## src/rtl/i2c_reg_bridge_pkg.sv

```systemverilog
// rtl/i2c_reg_bridge_pkg.sv - shared types and default sizes for the I2C register bridge
package i2c_reg_bridge_pkg;

    typedef enum logic [1:0] {BR_IDLE, BR_GET_PTR, BR_WRITE, BR_READ} bridge_state_t;

    localparam int I2C_REG_COUNT = 32;
    localparam int I2C_RO_BASE   = 16;

endpackage

```

## src/rtl/reg_file_2w2r.sv

```systemverilog
// rtl/reg_file_2w2r.sv - NUM_REGS x 8 register file, two write ports (A wins), two registered read ports
module reg_file_2w2r #(
    parameter int NUM_REGS = 32,
    parameter int ADDR_W   = $clog2(NUM_REGS)
) (
    input  logic              clk,
    input  logic              rst,
    input  logic              a_we,
    input  logic [ADDR_W-1:0] a_addr,
    input  logic [7:0]        a_wdata,
    input  logic              b_we,
    input  logic [ADDR_W-1:0] b_addr,
    input  logic [7:0]        b_wdata,
    input  logic              a_re,
    input  logic [ADDR_W-1:0] a_raddr,
    output logic [7:0]        a_rdata,
    input  logic [ADDR_W-1:0] b_raddr,
    output logic [7:0]        b_rdata,
    output logic              collide
);

    logic [7:0] regs [NUM_REGS];
    logic       same_idx;

    assign same_idx = a_we && b_we && (a_addr == b_addr);

    // Reads sample before this cycle's writes land, so a same-cycle write returns the old value.
    always_ff @(posedge clk or posedge rst) begin
        if (rst) begin
            for (int i = 0; i < NUM_REGS; i++) regs[i] <= 8'h00;
            a_rdata <= 8'h00;
            b_rdata <= 8'h00;
            collide <= 1'b0;
        end else begin
            if (b_we && !same_idx) regs[b_addr] <= b_wdata;
            if (a_we)              regs[a_addr] <= a_wdata;
            if (a_re)              a_rdata      <= regs[a_raddr];
            b_rdata <= regs[b_raddr];
            collide <= same_idx;
        end
    end

endmodule

```

## src/rtl/i2c_reg_bridge.sv

```systemverilog
// rtl/i2c_reg_bridge.sv - turns I2C slave byte events into pointer-addressed register file accesses
module i2c_reg_bridge
    import i2c_reg_bridge_pkg::*;
#(
    parameter  int NUM_REGS = I2C_REG_COUNT,
    parameter  int RO_BASE  = I2C_RO_BASE,
    localparam int ADDR_W   = $clog2(NUM_REGS)
) (
    input  logic              sclk,
    input  logic              rst,
    input  logic              i2c_start,
    input  logic              i2c_rw,
    input  logic              i2c_stop,
    input  logic [7:0]        rx_data,
    input  logic              rx_valid,
    input  logic              tx_req,
    output logic [7:0]        tx_data,
    output logic              tx_valid,
    input  logic [ADDR_W-1:0] fab_addr,
    input  logic [7:0]        fab_wdata,
    input  logic              fab_we,
    output logic [7:0]        fab_rdata,
    output logic              wr_commit,
    output logic              wr_collide
);

    bridge_state_t     state;
    logic [ADDR_W-1:0] ptr;
    logic              written;
    logic              quiet;
    logic              ptr_writable;
    logic              i2c_we;
    logic              rd_en;

    // Byte events coinciding with a START or STOP belong to no data phase and are ignored.
    assign quiet        = !i2c_start && !i2c_stop;
    assign ptr_writable = int'(ptr) < RO_BASE;
    assign i2c_we       = (state == BR_WRITE) && rx_valid && quiet && ptr_writable;
    assign rd_en        = (state == BR_READ) && tx_req && quiet;

    reg_file_2w2r #(.NUM_REGS(NUM_REGS), .ADDR_W(ADDR_W)) u_regs (
        .clk     (sclk),
        .rst     (rst),
        .a_we    (i2c_we),
        .a_addr  (ptr),
        .a_wdata (rx_data),
        .b_we    (fab_we),
        .b_addr  (fab_addr),
        .b_wdata (fab_wdata),
        .a_re    (rd_en),
        .a_raddr (ptr),
        .a_rdata (tx_data),
        .b_raddr (fab_addr),
        .b_rdata (fab_rdata),
        .collide (wr_collide)
    );

    always_ff @(posedge sclk or posedge rst) begin
        if (rst) begin
            state     <= BR_IDLE;
            ptr       <= '0;
            written   <= 1'b0;
            tx_valid  <= 1'b0;
            wr_commit <= 1'b0;
        end else begin
            tx_valid  <= rd_en;
            wr_commit <= 1'b0;
            if (quiet) begin
                case (state)
                    BR_GET_PTR: if (rx_valid) begin
                        ptr   <= rx_data[ADDR_W-1:0];
                        state <= BR_WRITE;
                    end
                    BR_WRITE: if (rx_valid) begin
                        ptr <= ptr + ADDR_W'(1);
                        if (ptr_writable) written <= 1'b1;
                    end
                    BR_READ: if (tx_req) ptr <= ptr + ADDR_W'(1);
                    default: ;
                endcase
            end
            // STOP is handled before START so a merged STOP/START still commits.
            if (i2c_stop) begin
                state     <= BR_IDLE;
                wr_commit <= written;
                written   <= 1'b0;
            end
            if (i2c_start) state <= i2c_rw ? BR_READ : BR_GET_PTR;
        end
    end

endmodule
```

## config.mk

```make
export PLATFORM = sky130hd
export DESIGN_NAME = i2c_reg_bridge
export DESIGN_NICKNAME = d
export VERILOG_FILES = /design/src/rtl/i2c_reg_bridge_pkg.sv /design/src/rtl/reg_file_2w2r.sv /design/src/rtl/i2c_reg_bridge.sv
export SDC_FILE = /design/constraint.sdc
export NUM_CORES = 1
export LEC_CHECK = 0
export BUFFER_PORTS_ARGS = -buffer_cell sky130_fd_sc_hd__buf_2
export CORE_ASPECT_RATIO = 1.4
export CORE_MARGIN = 2
export CORE_UTILIZATION = 50
export DETAILED_ROUTE_END_ITERATION = 8
export PLACE_DENSITY = 0.66
export SLEW_MARGIN = 30
export SYNTH_ARGS = -nofsm -noshare
export SYNTH_HDL_FRONTEND = slang
export SYNTH_SLANG_ARGS = --single-unit
```

## constraint.sdc

```tcl
create_clock -name sclk -period 19.08 [get_ports sclk]
set_input_delay 1.908 -clock sclk [delete_from_list [all_inputs] [get_ports sclk]]
set_output_delay 1.908 -clock sclk [all_outputs]
set_load 0.01 [all_outputs]
```

# Word level (Yosys, flattened, before mapping)
# Index checks and enable logic that the tools add are counted.
[word_totals]
output_inout_bits = 19
in_bits = 29
register_bits = 283
elab_cells = 110
[op_classes]
bitwise = 2
add_sub_neg = 1
eq_ne = 7
n_mux = 30
n_reduce_logical = 25
magnitude_cmp = 5
[op_table]
columns = ["operator", "n"]
rows = [
  ["256-bit bitwise mux", 2],
  ["256-bit two-way mux", 2],
  ["8-bit binary-select mux with 5-bit select", 2],
  ["8-bit demux with 5-bit select", 2],
  ["8-bit two-way mux", 6],
  ["5-bit two-way mux", 3],
  ["5-bit case mux with 3 select lines", 1],
  ["6-bit >= comparator, second input constant", 2],
  ["6-bit by 1-bit less-than comparator with 1-bit output, second input constant", 2],
  ["2-bit two-way mux", 6],
  ["5-bit inverter with 6-bit output", 2],
  ["3-bit nonzero test", 4],
  ["1-bit logical AND", 11],
  ["2-bit nonzero test", 4],
  ["1-bit two-way mux", 6],
  ["2-bit inequality test, second input constant", 3],
  ["5-bit by 1-bit adder with 5-bit output, second input constant", 1],
  ["5-bit equality test", 1],
  ["5-bit less-than comparator, second input constant", 1],
  ["5-bit AND reduction", 1],
  ["2-bit equality test, second input constant", 2],
  ["4-bit AND reduction", 1],
  ["1-bit logical NOT", 3],
  ["3-bit AND reduction", 1],
  ["2-bit by 1-bit equality test with 1-bit output, second input constant", 1],
]

# Depth between registers and ports, before layout
[depth]
word_depth = 11
ltp_mapped = 10
mapped_depth_nobuf = 6

# By module
# A second synthesis with hierarchy kept.
[hier_totals]
hier_cells = 1694
area_unflattened_um2 = 17824.6
[by_module_without_submodules]
columns = ["mod", "n_inst", "cells_per_inst", "area_per_inst_um2"]
rows = [
  ["reg_file_2w2r", 1, 1638, 17266.6],
  ["i2c_reg_bridge", 1, 56, 558.0],
]

# Least setup slack after synthesis
# Ideal clock, no wire load.
[synth_path]
path_kind = "input port to flip-flop"
from = "input fab_addr[1]"
to = "register u_regs.regs[100] (netlist name)"
required_ns = 18.955
setup_slack_ns = 15.624
arrival_time_ns = 3.332
stages = 7
cell_sequence = "buf_4 xor2_1 nor3_4 nand3_4 buf_4 nand3_2 mux2_2"
[synth_between]
elab_chain_cells = 9
elab_cells_between_ends = 14
[synth_rtl]
columns = ["item", "line", "rtl"]
rows = [
  ["start: declaration", "i2c_reg_bridge.sv:19", "input logic [ADDR_W-1:0] fab_addr,"],
  ["5-bit inverter with 6-bit output (not written as such)", "reg_file_2w2r.sv:35", "if (b_we && !same_idx) regs[b_addr] <= b_wdata;"],
  ["6-bit >= comparator (not written as such) / 6-bit by 1-bit less-than comparator with 1-bit output (equally long branches)", "reg_file_2w2r.sv:35", ""],
  ["1-bit logical AND (not written as such)", "reg_file_2w2r.sv:35", ""],
  ["8-bit two-way mux (not written as such)", "reg_file_2w2r.sv:35", ""],
  ["8-bit demux with 5-bit select", "reg_file_2w2r.sv:35", ""],
  ["256-bit bitwise mux", "reg_file_2w2r.sv:35", ""],
  ["256-bit two-way mux *", "reg_file_2w2r.sv:35", ""],
  ["256-bit bitwise mux", "reg_file_2w2r.sv:36", "if (a_we) regs[a_addr] <= a_wdata;"],
  ["256-bit two-way mux *", "reg_file_2w2r.sv:36", ""],
  ["end signal: indexed assignment", "reg_file_2w2r.sv:35", ""],
  ["end signal: indexed assignment", "reg_file_2w2r.sv:36", ""],
  ["end: declaration", "reg_file_2w2r.sv:22", "logic [7:0] regs [NUM_REGS];"],
]
# Mark *: on every way between the ends. The rest lies on a longest branch, timed or not.
# A chain may end at the register's enable or synchronous reset.

# Worst setup path after layout
[layout_path]
from = "input i2c_stop"
to = "register u_regs.regs[190] (netlist name)"
[layout_between]
elab_chain_cells = 11
[layout_rtl]
columns = ["item", "line", "rtl"]
rows = [
  ["start: declaration", "i2c_reg_bridge.sv:13", "input logic i2c_stop,"],
  ["1-bit logical NOT *", "i2c_reg_bridge.sv:36", "assign quiet = !i2c_start && !i2c_stop;"],
  ["1-bit logical AND *", "i2c_reg_bridge.sv:36", ""],
  ["1-bit logical AND * (2 in a row)", "i2c_reg_bridge.sv:38", "assign i2c_we = (state == BR_WRITE) && rx_valid && quiet && ptr_writable;"],
  ["1-bit logical AND (2 in a row)", "reg_file_2w2r.sv:25", "assign same_idx = a_we && b_we && (a_addr == b_addr);"],
  ["1-bit logical NOT", "reg_file_2w2r.sv:35", ""],
  ["1-bit logical AND", "reg_file_2w2r.sv:35", ""],
  ["256-bit two-way mux", "reg_file_2w2r.sv:35", ""],
  ["256-bit bitwise mux", "reg_file_2w2r.sv:36", ""],
  ["256-bit two-way mux *", "reg_file_2w2r.sv:36", ""],
]
# Marked as above.

==> flow_metrics.py <==
metrics = {
    "setup_path": {
        "path_class": "in2reg",
        "cp-startpoint": "i2c_stop",
        "crit_path_end_kind": "flop",
        "start_kind": "primary input",
        "reg2reg_setup_slack_ns": 14.95,
        "arrival_ns": 5.44,
        "reg2reg_from": "state[1]",
        "cp-endpoint": "u_regs.regs[190]",
        "worst_r2r_endpoint": "u_regs.regs[190]",
        "ff2ff_path_depth": 6,
        "path_max_fanout": 116,
        "cp.required_ns": 19.56,
    },
    "floorplanning": {
        "rows": 78,
        "dieHeight_um": 219.1,
        "core_area_sq_um": 32500,
        "die_area_sq_um": 34530,
        "fp.dieW_um": 157.6,
        "initial_core_util": 0.5084,
        "io_pins": 48,
    },
    "sta": {
        "finClkSkew_ns": 0.02040,
        "max-slew-margin-rel": 0.3409,
        "drv_slew": 0,
        "timing.final.crit_share": 0.2602,
        "setup_tns_ns": 0,
        "tightest_slew_ns": 0.9796,
        "setup_viol": 0,
        "worst_slack_ns": 14.12,
        "fin_crit_ns": 4.964,
        "fmax_mhz": 201.5,
        "whs_ns": 0.4807,
        "hold_viol": 0,
        "rsz0062_at_grt": "no",
    },
    "clock_tree": {
        "cts_sinks": 283,
        "clk_latency_ns": 0.59,
        "cts-resized-gates": 0,
        "cts_buffers": 29,
        "cts_tree": "done",
        "cts_setup_buffers": 0,
        "cts_root_buffer": "clkbuf_16",
        "clockBufferDepth": 3,
        "hold_buffers": 0,
        "clk_pin_slew_ns": 0.06,
        "h-tree-depth": 1,
    },
    "synth": {
        "syn_avg_cell_area_sq_um": 10.86,
        "synthFlopType": "dfrtp_1",
        "synthArstFlopShare": 1.000,
        "ys_ff_latch": 283,
        "synth_edf_count": 0,
        "yosys_warnings": 0,
        "yosysSeqAreaShare": 0.4286,
        "postSynthCellCount": 1521,
        "synth_cell_types": 60,
        "syn-num-nets": 1554,
        "synth_area_sq_um": 16520,
    },
    "detailed_routing": {
        "top_layer": "met4",
        "wl_met2_um": 26810,
        "ant_nets": 0,
        "wirelength_um": 55940,
        "vias_per_cell": 7.126,
        "drc": 0,
        "dr_wl_met3_um": 5021,
        "drt-met1-wl_um": 20480,
        "firstDrtPassIters": 6,
        "drt-initial-drc-count": 1786,
        "wl_per_cell_um": 28.99,
        "num_vias": 13753,
    },
    "power": {
        "power_switching_share": 0.3474,
        "power_density_nw_per_um2": 119.8,
        "leakage_nw": 7.285,
        "p_int_mw": 1.389,
        "power_frac_clock": 0.289,
        "total_power_mw": 2.128,
        "p_seq_frac": 0.409,
        "power_frac_comb": 0.303,
        "switching_power_mw": 0.7394,
        "peakVddDrop_mv": 0.07573,
    },
    "finish": {
        "fin_util": 0.5465,
        "drive_gt1_frac": 0.2550,
        "antenna_cells": 0,
        "finalNonFillerCells": 1930,
        "nets": 1501,
        "stdcell_area_sq_um": 17760,
        "area_growth_pct": 7.489,
    },
    "global_route": {
        "grt_start_max_net_pins": 117,
        "grt_pass1_vias": 13085,
        "antenna_found_initial": 0,
        "grtUsageTotal": 0.3278,
        "grt_first_pass_wirelength_um": 83710,
        "grt.overflow.total": 0,
    },
    "placement": {
        "hpwlAfterDp_um": 37100,
        "finalWeightedCongestion": 1.026,
        "pre_cts_slack_ns": 13.44,
        "port_buffers": 47,
        "dp.cells": 1877,
        "placed_area_sq_um": 16740,
    },
    "hold_path": {
        "hold_path.class": "reg2reg",
        "worstHoldStart": "written",
    },
    "outcome": {
        "status": "complete, no violations",
    },
    "flow_run": {
        "drv_cap": 0,
    },
}
## per-layer routing
layer,global-route usage,up-vias
li1,-,5700
met1,0.4211,6995
met2,0.5306,872
met3,0.05529,186
met4,0.1745,0
met5,0,-
## power by group through the flow
stage	sequential, mW	clock (mW)	combinational [mW]
floorplan	0.805	0	0.479
global route	0.883	0.643	0.674
global placement	0.865	0	0.615
finish	0.870	0.614	0.645
detailed placement	0.872	0	0.626
CTS	0.863	0.618	0.629
## Yosys cell counts, drive strengths merged (3+ instances only)
master	count	area share
dfrtp	283	0.43
buf	66	0.024
a31oi	132	0.050
o21ai	136	0.041
nor3b	4	0.0025
mux2i	39	0.024
a22oi	36	0.016
nand3	175	0.059
xor2	6	0.0032
mux2	132	0.090
nand3b	3	0.0014
nand2	41	0.0093
o22ai	12	0.0045
a21oi	12	0.0036
clkbuf	80	0.019
nor3	6	0.0032
nand2b	5	0.0019
and2	6	0.0023
nand4	13	0.0053
or3	3	0.0011
inv	8	0.0018
ha	4	0.0030
a221oi	3	0.0016
and3	3	0.0011
mux4	107	0.15
nor2	170	0.039
nor4	5	0.0019
## cell type report
| type | instances | area [sq um] |
|---|---|---|
| fillers | 2755 | 14740 |
| clock buffers | 42 | 854.6 |
| well taps | 440 | 550.5 |
| multi-input cells | 1084 | 8708 |
| inverters | 8 | 37.54 |
| repair buffers | 62 | 360.3 |
| flip-flops and latches | 283 | 7089 |
| clock inverters | 11 | 158.9 |
## how the worst min path moves through the flow
stage,to,slack (ns),cells past startpoint
after floorplan,written,0.45,1
after global placement,written,0.47,1
after detailed placement,written,0.47,1
after CTS,written,0.48,1
after global routing,written,0.53,1
final,written,0.48,1
## layout by cell type, fill, tap and decap left out, drive strengths merged, types with 2 or more instances in the layout
master | netlist | routed
a21o | 2 | 2
a21oi | 12 | 12
a221oi | 3 | 3
a22oi | 36 | 36
a31o | 2 | 2
a31oi | 132 | 132
a32oi | 2 | 2
a41oi | 2 | 2
and2 | 6 | 6
and3 | 3 | 3
and4 | 2 | 2
buf | 66 | 62
bufinv | 0 | 4
clkbuf | 80 | 42
clkinv | 0 | 6
dfrtp | 283 | 283
ha | 4 | 4
inv | 8 | 9
mux2 | 132 | 132
mux2i | 39 | 39
mux4 | 107 | 107
nand2 | 41 | 41
nand2b | 5 | 5
nand3 | 175 | 175
nand3b | 3 | 3
nand4 | 13 | 13
nand4b | 2 | 2
nor2 | 170 | 170
nor2b | 2 | 2
nor3 | 6 | 6
nor3b | 4 | 4
nor4 | 5 | 5
o2111ai | 2 | 2
o211ai | 2 | 2
o21ai | 136 | 136
o22ai | 12 | 12
or3 | 3 | 3
xor2 | 6 | 6
## worst max-delay path: stages
cell and delay [ns]:
buf_2 0.12, nor2_1 0.12, and4_1 0.80, nand4_4 0.78, inv_2 0.48, buf_6 0.63
o21ai_0 0.24, a31oi_1 0.24
## cells by family (layout without fill, tap and decap cells)
kind of cell               after synthesis  in the layout  synth area share
and+or+nand+nor                        443            443            0.1318
AOI/OAI and AO/OA                      353            353            0.1287
DFF                                    283            283            0.4286
muxes                                  278            278            0.2594
buffers and inverters                  154            123           0.04514
xor gates and xnor gates                 6              6          0.003181
adders and majority gates                4              4          0.003029
## flip-flops by register name (all words and copies together), names as in the netlist
name,flops
ptr,5
state,2
tx_valid,1
u_regs.a_rdata,8
u_regs.b_rdata,8
u_regs.collide,1
u_regs.regs,256
wr_commit,1
written,1
Note: power is estimated with default switching activity, not from simulation.
